<file path="src/rtl/ddfs_pkg.sv">
// Shared DDFS types: clock rates, FTW/sample typedefs and the crossing-FSM states.
package ddfs_pkg;

  localparam int SYSTEM_FREQUENCY   = 50_000_000;
  localparam int SAMPLING_FREQUENCY = 96_000;

  typedef logic [15:0] ftw_q8_8_t;
  typedef logic [7:0]  sample_t;

  typedef enum logic {SEEK_LOW, SEEK_HIGH} xing_state_t;

endpackage

</file>
<file path="src/rtl/chirp_frequency_meter_if.sv">
// Sample stream in, measurement results out, for the chirp frequency meter.
interface chirp_frequency_meter_if;

  logic                sample_en;
  ddfs_pkg::sample_t   sample;
  logic [15:0]         period;
  ddfs_pkg::ftw_q8_8_t ftw_est;
  logic                valid;
  logic                no_signal;
  logic                overrun;
  logic                busy;

  // source side: drives the sample stream, observes the measurements
  modport master (
    output sample_en, sample,
    input  period, ftw_est, valid, no_signal, overrun, busy
  );

  // meter side
  modport slave (
    input  sample_en, sample,
    output period, ftw_est, valid, no_signal, overrun, busy
  );

endinterface

</file>
<file path="src/rtl/chirp_frequency_meter_div.sv">
// Sequential restoring divider, one quotient bit per clock, start/busy/done handshake.
// done is a one-cycle pulse; busy covers the iterations plus the done cycle.
module unsigned_divider_seq #(
  parameter int DIVIDEND_W = 17,
  parameter int DIVISOR_W  = 16,
  parameter int QUOT_W     = 16
) (
  input  logic                  clk,
  input  logic                  reset_n,
  input  logic                  start,
  input  logic [DIVIDEND_W-1:0] dividend,
  input  logic [DIVISOR_W-1:0]  divisor,
  output logic                  busy,
  output logic                  done,
  output logic [QUOT_W-1:0]     quotient
);

  typedef enum logic [1:0] {IDLE, RUN, DONE} div_state_t;

  localparam int CW = $clog2(DIVIDEND_W);

  div_state_t            st_q;
  logic [CW-1:0]         it_q;
  logic [DIVISOR_W-1:0]  rem_q;
  logic [DIVIDEND_W-1:0] quo_q;   // dividend bits shift out the top, quotient bits shift in
  logic [DIVISOR_W-1:0]  dvs_q;
  logic                  busy_q, done_q;

  logic [DIVISOR_W:0]    rem_sh;
  logic [DIVISOR_W-1:0]  rem_sub;
  logic                  ge;

  assign rem_sh  = {rem_q, quo_q[DIVIDEND_W-1]};
  assign ge      = rem_sh >= {1'b0, dvs_q};
  // when ge holds the true difference is below the divisor, so W bits suffice
  assign rem_sub = rem_sh[DIVISOR_W-1:0] - dvs_q;

  // Divider FSM: load on start, iterate DIVIDEND_W times, pulse done, return idle
  always_ff @(posedge clk) begin
    if (!reset_n) begin
      st_q   <= IDLE;
      it_q   <= '0;
      rem_q  <= '0;
      quo_q  <= '0;
      dvs_q  <= '0;
      busy_q <= 1'b0;
      done_q <= 1'b0;
    end else begin
      case (st_q)
        IDLE: begin
          done_q <= 1'b0;
          if (start) begin
            rem_q  <= '0;
            quo_q  <= dividend;
            dvs_q  <= divisor;
            it_q   <= CW'(DIVIDEND_W - 1);
            busy_q <= 1'b1;
            st_q   <= RUN;
          end
        end
        RUN: begin
          rem_q <= ge ? rem_sub : rem_sh[DIVISOR_W-1:0];
          quo_q <= {quo_q[DIVIDEND_W-2:0], ge};
          if (it_q == '0) begin
            done_q <= 1'b1;
            st_q   <= DONE;
          end else begin
            it_q <= it_q - 1'b1;
          end
        end
        DONE: begin
          done_q <= 1'b0;
          busy_q <= 1'b0;
          st_q   <= IDLE;
        end
        default: st_q <= IDLE;
      endcase
    end
  end

  assign busy     = busy_q;
  assign done     = done_q;
  assign quotient = quo_q[QUOT_W-1:0];

endmodule

</file>
<file path="src/rtl/chirp_frequency_meter.sv">
// Measures the period between rising midpoint crossings of the 8-bit sine stream
// and converts it to a Q8.8 tuning word estimate, FTW = 65536 / period.
module chirp_frequency_meter
  import ddfs_pkg::*;
#(
  parameter int MIDPOINT   = 128,
  parameter int HYST       = 8,
  parameter int MIN_PERIOD = 4,
  parameter int MAX_PERIOD = 65535
) (
  input  logic                    clk,
  input  logic                    reset_n,
  chirp_frequency_meter_if.slave  bus
);

  localparam logic [7:0]  LO_TH = 8'(MIDPOINT - HYST);
  localparam logic [7:0]  HI_TH = 8'(MIDPOINT + HYST);
  localparam logic [15:0] MAXP  = 16'(MAX_PERIOD);
  localparam logic [16:0] MINP  = 17'(MIN_PERIOD);

  xing_state_t xst_q;
  logic [15:0] cnt_q, cnt_d;
  logic        first_done_q;
  logic [15:0] per_lat_q;
  logic [15:0] period_q;
  ftw_q8_8_t   ftw_q;
  logic        valid_q, no_signal_q, overrun_q;

  logic        crossing, accept, start, timeout;
  logic [16:0] captured;
  logic        div_busy, div_done;
  logic [15:0] quo;

  assign crossing = bus.sample_en && (xst_q == SEEK_HIGH) && (bus.sample >= HI_TH);
  // 17 bits so a crossing on a saturated counter cannot wrap
  assign captured = {1'b0, cnt_q} + 17'd1;
  assign accept   = crossing && first_done_q && (captured >= MINP);
  assign start    = accept && !div_busy;
  // counter is about to saturate on this strobe; a crossing takes precedence
  assign timeout  = bus.sample_en && !crossing && (cnt_q == MAXP - 16'd1);
  assign cnt_d    = crossing ? 16'd0 : ((cnt_q == MAXP) ? cnt_q : cnt_q + 16'd1);

  unsigned_divider_seq #(
    .DIVIDEND_W (17),
    .DIVISOR_W  (16),
    .QUOT_W     (16)
  ) u_div (
    .clk      (clk),
    .reset_n  (reset_n),
    .start    (start),
    .dividend (17'h1_0000),
    .divisor  (captured[15:0]),
    .busy     (div_busy),
    .done     (div_done),
    .quotient (quo)
  );

  // Hysteretic rising-crossing detector; only strobed samples move it
  always_ff @(posedge clk) begin
    if (!reset_n) begin
      xst_q <= SEEK_LOW;
    end else if (bus.sample_en) begin
      case (xst_q)
        SEEK_LOW:  if (bus.sample <= LO_TH) xst_q <= SEEK_HIGH;
        SEEK_HIGH: if (bus.sample >= HI_TH) xst_q <= SEEK_LOW;
        default:   xst_q <= SEEK_LOW;
      endcase
    end
  end

  // Sample counter and arming: first crossing (after reset or timeout) only arms
  always_ff @(posedge clk) begin
    if (!reset_n) begin
      cnt_q        <= '0;
      first_done_q <= 1'b0;
    end else if (bus.sample_en) begin
      cnt_q <= cnt_d;
      if (crossing)     first_done_q <= 1'b1;
      else if (timeout) first_done_q <= 1'b0;
    end
  end

  // Result registers: latch period at divide start, publish with the quotient
  always_ff @(posedge clk) begin
    if (!reset_n) begin
      per_lat_q   <= '0;
      period_q    <= '0;
      ftw_q       <= '0;
      valid_q     <= 1'b0;
      no_signal_q <= 1'b0;
      overrun_q   <= 1'b0;
    end else begin
      valid_q   <= div_done;
      overrun_q <= accept && div_busy;
      if (start) per_lat_q <= captured[15:0];
      if (div_done) begin
        period_q <= per_lat_q;
        ftw_q    <= quo;
      end
      if (crossing) begin
        no_signal_q <= 1'b0;
      end else if (timeout) begin
        no_signal_q <= 1'b1;
        period_q    <= '0;
        ftw_q       <= '0;
      end
    end
  end

  assign bus.period    = period_q;
  assign bus.ftw_est   = ftw_q;
  assign bus.valid     = valid_q;
  assign bus.no_signal = no_signal_q;
  assign bus.overrun   = overrun_q;
  assign bus.busy      = div_busy;

endmodule

</file>
<file path="src/flat_wrapper.sv">
// flat-port wrapper written by rule: the top's interface ports become plain ports
module chirp_frequency_meter_flat import ddfs_pkg::*;
#(
  parameter int MIDPOINT   = 128,
  parameter int HYST       = 8,
  parameter int MIN_PERIOD = 4,
  parameter int MAX_PERIOD = 65535
)
  (clk, reset_n, bus_sample_en, bus_sample, bus_period, bus_ftw_est, bus_valid, bus_no_signal, bus_overrun, bus_busy);
  chirp_frequency_meter_if bus_i ();
  input  logic clk;
  input  logic reset_n;
  input wire logic [$bits(bus_i.sample_en)-1:0] bus_sample_en;
  input wire logic [$bits(bus_i.sample)-1:0] bus_sample;
  output wire logic [$bits(bus_i.period)-1:0] bus_period;
  output wire logic [$bits(bus_i.ftw_est)-1:0] bus_ftw_est;
  output wire logic [$bits(bus_i.valid)-1:0] bus_valid;
  output wire logic [$bits(bus_i.no_signal)-1:0] bus_no_signal;
  output wire logic [$bits(bus_i.overrun)-1:0] bus_overrun;
  output wire logic [$bits(bus_i.busy)-1:0] bus_busy;
  assign bus_i.sample_en = bus_sample_en;
  assign bus_i.sample = bus_sample;
  assign bus_period = bus_i.period;
  assign bus_ftw_est = bus_i.ftw_est;
  assign bus_valid = bus_i.valid;
  assign bus_no_signal = bus_i.no_signal;
  assign bus_overrun = bus_i.overrun;
  assign bus_busy = bus_i.busy;
  chirp_frequency_meter #(.MIDPOINT(MIDPOINT), .HYST(HYST), .MIN_PERIOD(MIN_PERIOD), .MAX_PERIOD(MAX_PERIOD)) u_core (.clk(clk), .reset_n(reset_n), .bus(bus_i));
endmodule
</file>
<file path="config.mk">
export PLATFORM = sky130hd
export DESIGN_NAME = chirp_frequency_meter_flat
export DESIGN_NICKNAME = d
export VERILOG_FILES = /design/src/rtl/ddfs_pkg.sv /design/src/rtl/chirp_frequency_meter_if.sv /design/src/rtl/chirp_frequency_meter_div.sv /design/src/rtl/chirp_frequency_meter.sv /design/src/flat_wrapper.sv
export SDC_FILE = /design/constraint.sdc
export NUM_CORES = 1
export LEC_CHECK = 0
export CORE_UTILIZATION = 50
export DETAILED_ROUTE_END_ITERATION = 16
export HOLD_SLACK_MARGIN = 0.15
export PLACE_DENSITY = 0.76
export SYNTH_ARGS = -nofsm -noshare
export SYNTH_HDL_FRONTEND = slang
export SYNTH_HIERARCHICAL = 1
export SYNTH_SLANG_ARGS = --single-unit
</file>
<file path="constraint.sdc">
create_clock -name clk -period 6.4 [get_ports clk]
set_input_delay 0.64 -clock clk [delete_from_list [all_inputs] [get_ports clk]]
set_output_delay 0.64 -clock clk [all_outputs]
set_load 0.02 [all_outputs]
</file>
==> impl_metrics.tcl, run 1 <==
set metrics [dict create \
    status "finished clean" \
    netlist_area_um2 6540 \
    root_buffer "clkbuf_16" \
    antenna_found_initial 0 \
    holdPathStages 2 \
    synth_cells 781 \
    fin_nets 838 \
    grt_pass1_vias 4908 \
    insertedDiodeCount 0 \
    syn_to_final_growth_pct 16.6 \
    drt_pass1_iterations 5 \
    required_ps 6730 \
    tightest_slew_ps 1130 \
    path_cells "ha_1, nand3_1, o31a_1, a2111oi_4, nand4_2, o41ai_4, inv_1, nor2_1, nor2_2, nor2_1, o2bb2a_1, o21ai_0" \
    final_cells 991 \
    p_int_mw 1.53 \
    yosysUniqueCellTypes 64 \
    p_leak_nw 3.01 \
    reg2reg_depth 12 \
    power.share.sequential_pct 42.1 \
    wl_um 14100 \
    critical_path_cell_count 12 \
    drt_iter0_drc 318 \
    cap_violations 0 \
    finalSetupViolCount 0 \
    setup_tns_ps 0 \
    slew_viol_final 0 \
    rsz0062_at_grt "no" \
    min_period_over_period_pct 63.4 \
    crit_fanout 16 \
    start_util_pct 51.6 \
    skew_ps 6.90 \
    synth_edf_count 0 \
    vias 5324 \
    clkPwrFrac_pct 55.6 \
    htreeDepth 4 \
    cts_resized 0 \
    io_pins 47 \
    fmax_mhz 247 \
    hold_viol 0 \
    crit_type "flop to flop" \
    ir_drop_mv 0.155 \
    hold_buffers 0 \
    grt_pass1_wl_um 23600 \
    ys_ff_latch 127 \
    avgRoutedWirePerCell_um 14.2 \
    max_stage_delay_ps 830 \
    synth_async_sr_flop_share_pct 0 \
    cp_num_buf_inv 1 \
    slew_headroom_pct 24.5 \
    synth_ff_type "dfxtp_1" \
    clk_path_buf_depth 2 \
    clk_pin_slew_worst_paths_ps 50 \
    avgSynthCellArea_um2 8.37 \
    fp.dieW_um 116 \
    drc_errors 0 \
    via_per_inst 5.37 \
    power_frac_comb_pct 2.3 \
    rows 41 \
    dp.cells 959 \
    period_needed_ps 4050 \
    cts_sinks 127 \
    insertion_delay_ps 400 \
    drive_above_1_share_pct 7.20 \
    hold_path.class "flop to flop" \
    numCtsBuffers 17 \
    cellPowerDensity_nw_per_um2 248 \
    cts_tree "yes" \
    p_switching_uw 365 \
    die_h_um 116 \
    worst_path_dominant_cell_family "simple AND/OR/NAND/NOR gates" \
    coreArea_um2 12700 \
    p_sw_share_pct 19.3 \
    start_kind "flop" \
    grt_max_degree 44 \
    cts_setup_buffers 0 \
    antenna_left 0 \
    yosysSeqAreaShare_pct 38.9 \
    port_buffers 46 \
    gp_congestion 0.900 \
    cp-end-kind "flop" \
    gr-total-overflow 0 \
    hpwl_um 9450 \
    cp_slowest_cell "nor2_1" \
    cpMostUsedCell "nor2_1" \
    track_usage_pct 22.1 \
    cp.arrival_ps 4380 \
    dieArea_um2 13500 \
    yosys_warnings 6 \
]
==> cells in the mapped netlist, types with 5 or more instances <==
cell type / number / area [µm²]
nand2_1: 132 / 495
dfxtp_1: 127 / 2540
nor2_1: 105 / 394
mux2i_1: 60 / 601
a21oi_1: 29 / 145
clkbuf_1: 27 / 101
inv_1: 26 / 97.6
o21ai_0: 23 / 115
xor2_1: 23 / 201
nand3_1: 21 / 105
ha_1: 20 / 250
buf_4: 18 / 135
a311oi_1: 17 / 149
xnor2_1: 17 / 149
nand4_1: 12 / 75.1
buf_2: 11 / 55.1
nor3_1: 10 / 50.1
nor4_1: 8 / 50.1
and2_1: 6 / 37.5
nor2b_1: 6 / 37.5
a21o_1: 5 / 37.5
and3_1: 5 / 31.3
==> state kept, by name, summed over array words and instances (netlist names) <==
| signal | count |
|---|---|
| u_core/u_div/quo_q | 17 |
| u_core/bus.ftw_est | 16 |
| u_core/bus.period | 16 |
| u_core/cnt_q | 16 |
| u_core/per_lat_q | 16 |
| u_core/u_div/dvs_q | 16 |
| u_core/u_div/rem_q | 16 |
| u_core/u_div/it_q | 5 |
| u_core/u_div/st_q | 2 |
| u_core/bus.no_signal | 1 |
| u_core/bus.overrun | 1 |
| u_core/bus.valid | 1 |
| u_core/first_done_q | 1 |
| u_core/u_div/busy | 1 |
| u_core/u_div/done | 1 |
| u_core/xst_q | 1 |
==> worst paths after layout <==
path                            slack, ps                     end              startpoint
worst max-delay path                 2350  u_core/u_div/rem_q[14]         u_core/cnt_q[0]
worst min-delay path                  450  u_core/u_div/dvs_q[14]  u_core/u_div/dvs_q[14]
worst max register to register       2350  u_core/u_div/rem_q[14]         u_core/cnt_q[0]
worst min register to register        450  u_core/u_div/dvs_q[14]  u_core/u_div/dvs_q[14]
==> worst reg2reg max path, stage by stage (launching register included) <==
cell and delay (ps):
dfxtp_1 470, ha_1 340, nand3_1 300, o31a_1 430, a2111oi_4 280, nand4_2 200, o41ai_4 400, inv_1 80
nor2_1 120, nor2_2 140, nor2_1 830, o2bb2a_1 310, o21ai_0 70
==> layer usage <==
metal	wire [µm]	GRT usage, %	vias to the layer above
met5	0	0	-
met4	145	7.86	0
met3	525	4.62	16
met2	6580	34.8	125
met1	6800	29.9	2484
li1	-	-	2699
==> kinds of logic after synthesis <==
group / Yosys count / share of synthesized area, %
simple gates: 323 / 21.9
mux: 60 / 9.19
xor+xnor: 40 / 5.36
compound gates: 119 / 13.2
buf+inv: 89 / 7.20
fa+ha+maj: 21 / 4.14
other cells: 2 / 0.115
flops: 127 / 38.9
==> placed cells by master, fill, tap and decap left out, types with 21 or more instances in the layout <==
cell	count
inv_1	26
nand3_1	21
clkdlybuf4s50_1	46
nor2_1	104
nand2_1	132
o21ai_0	23
dfxtp_1	126
mux2i_1	60
a21oi_1	29
xor2_1	23
==> power by group through the flow <==
| stage | registers [mW] | clock network [mW] | logic, mW |
|---|---|---|---|
| 4_1_cts | 0.797 | 1.07 | 0.0433 |
| 3_3_place_gp | 0.813 | 0 | 0.0427 |
| 3_5_place_dp | 0.814 | 0 | 0.0425 |
| 6_report | 0.797 | 1.05 | 0.0439 |
| 2_1_floorplan | 0.813 | 0 | 0.0271 |
| 5_1_grt | 0.797 | 1.11 | 0.0491 |
==> final cells by class <==
class                      count  area (µm²)
fill                        1118        5050
clock buffer                  22         474
timing repair buffer          54         520
inverter                      26        97.6
sequential                   127        2540
clock inverter                10         183
tap                          172         215
multi-input combinational    580        3590
==> stage by stage <==
step	area [µm²]	utilization [%]	power, mW	setup slack, ps	hold WS, ps
after floorplan	6590	-	0.840	2800	436
after global placement	6970	55.0	0.856	2450	443
after detailed placement	6970	55.0	0.856	2400	444
after CTS	7620	60.2	1.91	2370	456
after global routing	7620	60.2	1.95	1950	475
final	7620	60.2	1.89	2350	453
Power figures use the tool's default switching activity.
==> inputs of run 2 (changes only) <==
--- a/config.mk
+++ b/config.mk
@@ -8,7 +8,7 @@
 export CORE_UTILIZATION = 50
 export DETAILED_ROUTE_END_ITERATION = 16
 export HOLD_SLACK_MARGIN = 0.15
-export PLACE_DENSITY = 0.76
+export PLACE_DENSITY = 0.78
 export SYNTH_ARGS = -nofsm -noshare
 export SYNTH_HDL_FRONTEND = slang
 export SYNTH_HIERARCHICAL = 1
==> constraint.sdc (replaced) <==
create_clock -name clk -period 3.45 [get_ports clk]
set_input_delay 0.345 -clock clk [delete_from_list [all_inputs] [get_ports clk]]
set_output_delay 0.345 -clock clk [all_outputs]
set_load 0.02 [all_outputs]
==> impl_metrics.tcl, run 2 (same netlist as run 1, synthesis figures left out) <==
set metrics [dict create \
    status "finished clean" \
    rows 41 \
    reg2reg_depth 10 \
    gr-total-overflow 0 \
    setup_tns_ps 0 \
    insertedDiodeCount 0 \
    vias 5447 \
    worst_slack_ps 286 \
    hold_viol 0 \
    nFillCells 1054 \
    cp_num_buf_inv 1 \
    numCtsBuffers 17 \
    final-seq-area_um2 2540 \
    htreeDepth 4 \
    p_sw_share_pct 20.7 \
    cts_setup_buffers 0 \
    min_period_over_period_pct 91.7 \
    coreArea_um2 12700 \
    required_ps 3730 \
    syn_to_final_growth_pct 17.6 \
    holdPathStages 2 \
    cp.arrival_ps 3440 \
    period_needed_ps 3160 \
    power.share.sequential_pct 44.1 \
    largest-register "u_core/u_div/quo_q" \
    p_leak_nw 3.04 \
    track_usage_pct 22.5 \
    slew_viol_final 0 \
    clkPwrFrac_pct 53.3 \
    cp_slowest_cell "o41a_1" \
    slew_headroom_pct 26.7 \
    die_h_um 116 \
    insertion_delay_ps 410 \
    crit_fanout 16 \
    drt_iter0_drc 344 \
    final_cell_area_um2 7680 \
    cellPowerDensity_nw_per_um2 436 \
    root_buffer "clkbuf_16" \
    rsz0062_at_grt "no" \
    avgRoutedWirePerCell_um 14.3 \
    cp-end-kind "flop" \
    cap_violations 0 \
    drive_above_1_share_pct 8.88 \
    cpMostUsedCell "nand4_2" \
    cts_sinks 127 \
    hold_path.class "flop to flop" \
    p_int_mw 2.65 \
    io_pins 47 \
    worst_path_dominant_cell_family "compound AO/OA/AOI/OAI gates" \
    ir_drop_mv 0.327 \
    fin_nets 852 \
    drc_errors 0 \
    fp.dieW_um 116 \
    finalSetupViolCount 0 \
    dieArea_um2 13500 \
    dp_slack_ps 258 \
    clk_path_buf_depth 2 \
    skew_ps 8.17 \
    largest_register_ff_count 17 \
    antenna_left 0 \
    start_kind "flop" \
    critical_path_cell_count 10 \
    grt_pass1_vias 5066 \
    wl_um 14400 \
    dpl_cell_area_um2 7080 \
    clk_pin_slew_worst_paths_ps 60 \
    p_switching_uw 694 \
    multi_input_area_um2 3610 \
    drt_pass1_iterations 5 \
    power_frac_comb_pct 2.6 \
    start_util_pct 51.6 \
    path_cells "nand4_2, o41a_1, a2111oi_4, nand4_2, o41ai_4, inv_1, nor2b_1, and2_1, nand2_1, a21oi_1" \
    cts_tree "yes" \
    layout.cells.most_common "nand2_1" \
    grt_max_degree 39 \
    max_stage_delay_ps 530 \
    via_per_inst 5.42 \
    crit_type "flop to flop" \
    fmax_mhz 316 \
    antenna_found_initial 0 \
    tightest_slew_ps 1100 \
    layout_common_cells "132 x nand2_1, 126 x dfxtp_1, 104 x nor2_1" \
    port_buffers 46 \
    fin_util_pct 60.6 \
    hpwl_um 9750 \
    gp_congestion 0.918 \
    grt_pass1_wl_um 23900 \
]
[run 2: per-stage QoR]
stage / power (mW) / std cells / hold WS (ps)
6_report: 3.35 / 1005 / 448
5_1_grt: 3.45 / 1005 / 481
3_5_place_dp: 1.59 / 973 / 444
2_1_floorplan: 1.56 / 796 / 436
4_1_cts: 3.37 / 1005 / 455
3_3_place_gp: 1.59 / 973 / 444
[run 2: layer usage]
layer | GRT usage (%) | part of all wire, %
met1 | 28.9 | 47
met2 | 37.0 | 47
met5 | 0 | 0
met3 | 5.45 | 4.4
met4 | 7.69 | 1.2
[run 2: power by group through the flow]
stage	Combinational, mW	Clock, mW	Sequential (mW)
final	0.0885	1.78	1.48
after global routing	0.0984	1.88	1.48
after CTS	0.0865	1.81	1.48
after detailed placement	0.0861	0	1.51
after global placement	0.0857	0	1.51
after floorplan	0.0505	0	1.51
[run 2: layout make-up]
type	instances	share of cell area, %
Clock buffer	22	5.91
Clock inverter	10	1.77
Inverter	26	1.27
Multi-Input combinational cell	580	47.0
Sequential cell	127	33.1
Tap cell	172	2.80
Timing Repair Buffer	68	8.14
[run 2: path summary, 6_finish.rpt]
path,slack [ps],end,from
setup / recovery,290,u_core/u_div/dvs_q[3],u_core/cnt_q[1]
setup reg to reg,290,u_core/u_div/dvs_q[3],u_core/cnt_q[1]
hold reg to reg,450,u_core/bus.no_signal,u_core/bus.no_signal
hold / removal,450,u_core/bus.no_signal,u_core/bus.no_signal
[run 2: tightest hold or removal path, cell delays in order, from the launching register on]
cell and delay, ps:
dfxtp_1 300, inv_1 40, a21oi_1 50
[run 2: repair_timing]
action / CTS / global route
resized for setup: 0 / 3
hold buffers: 0 / 0
endpoints found under the setup margin: 0 / 32
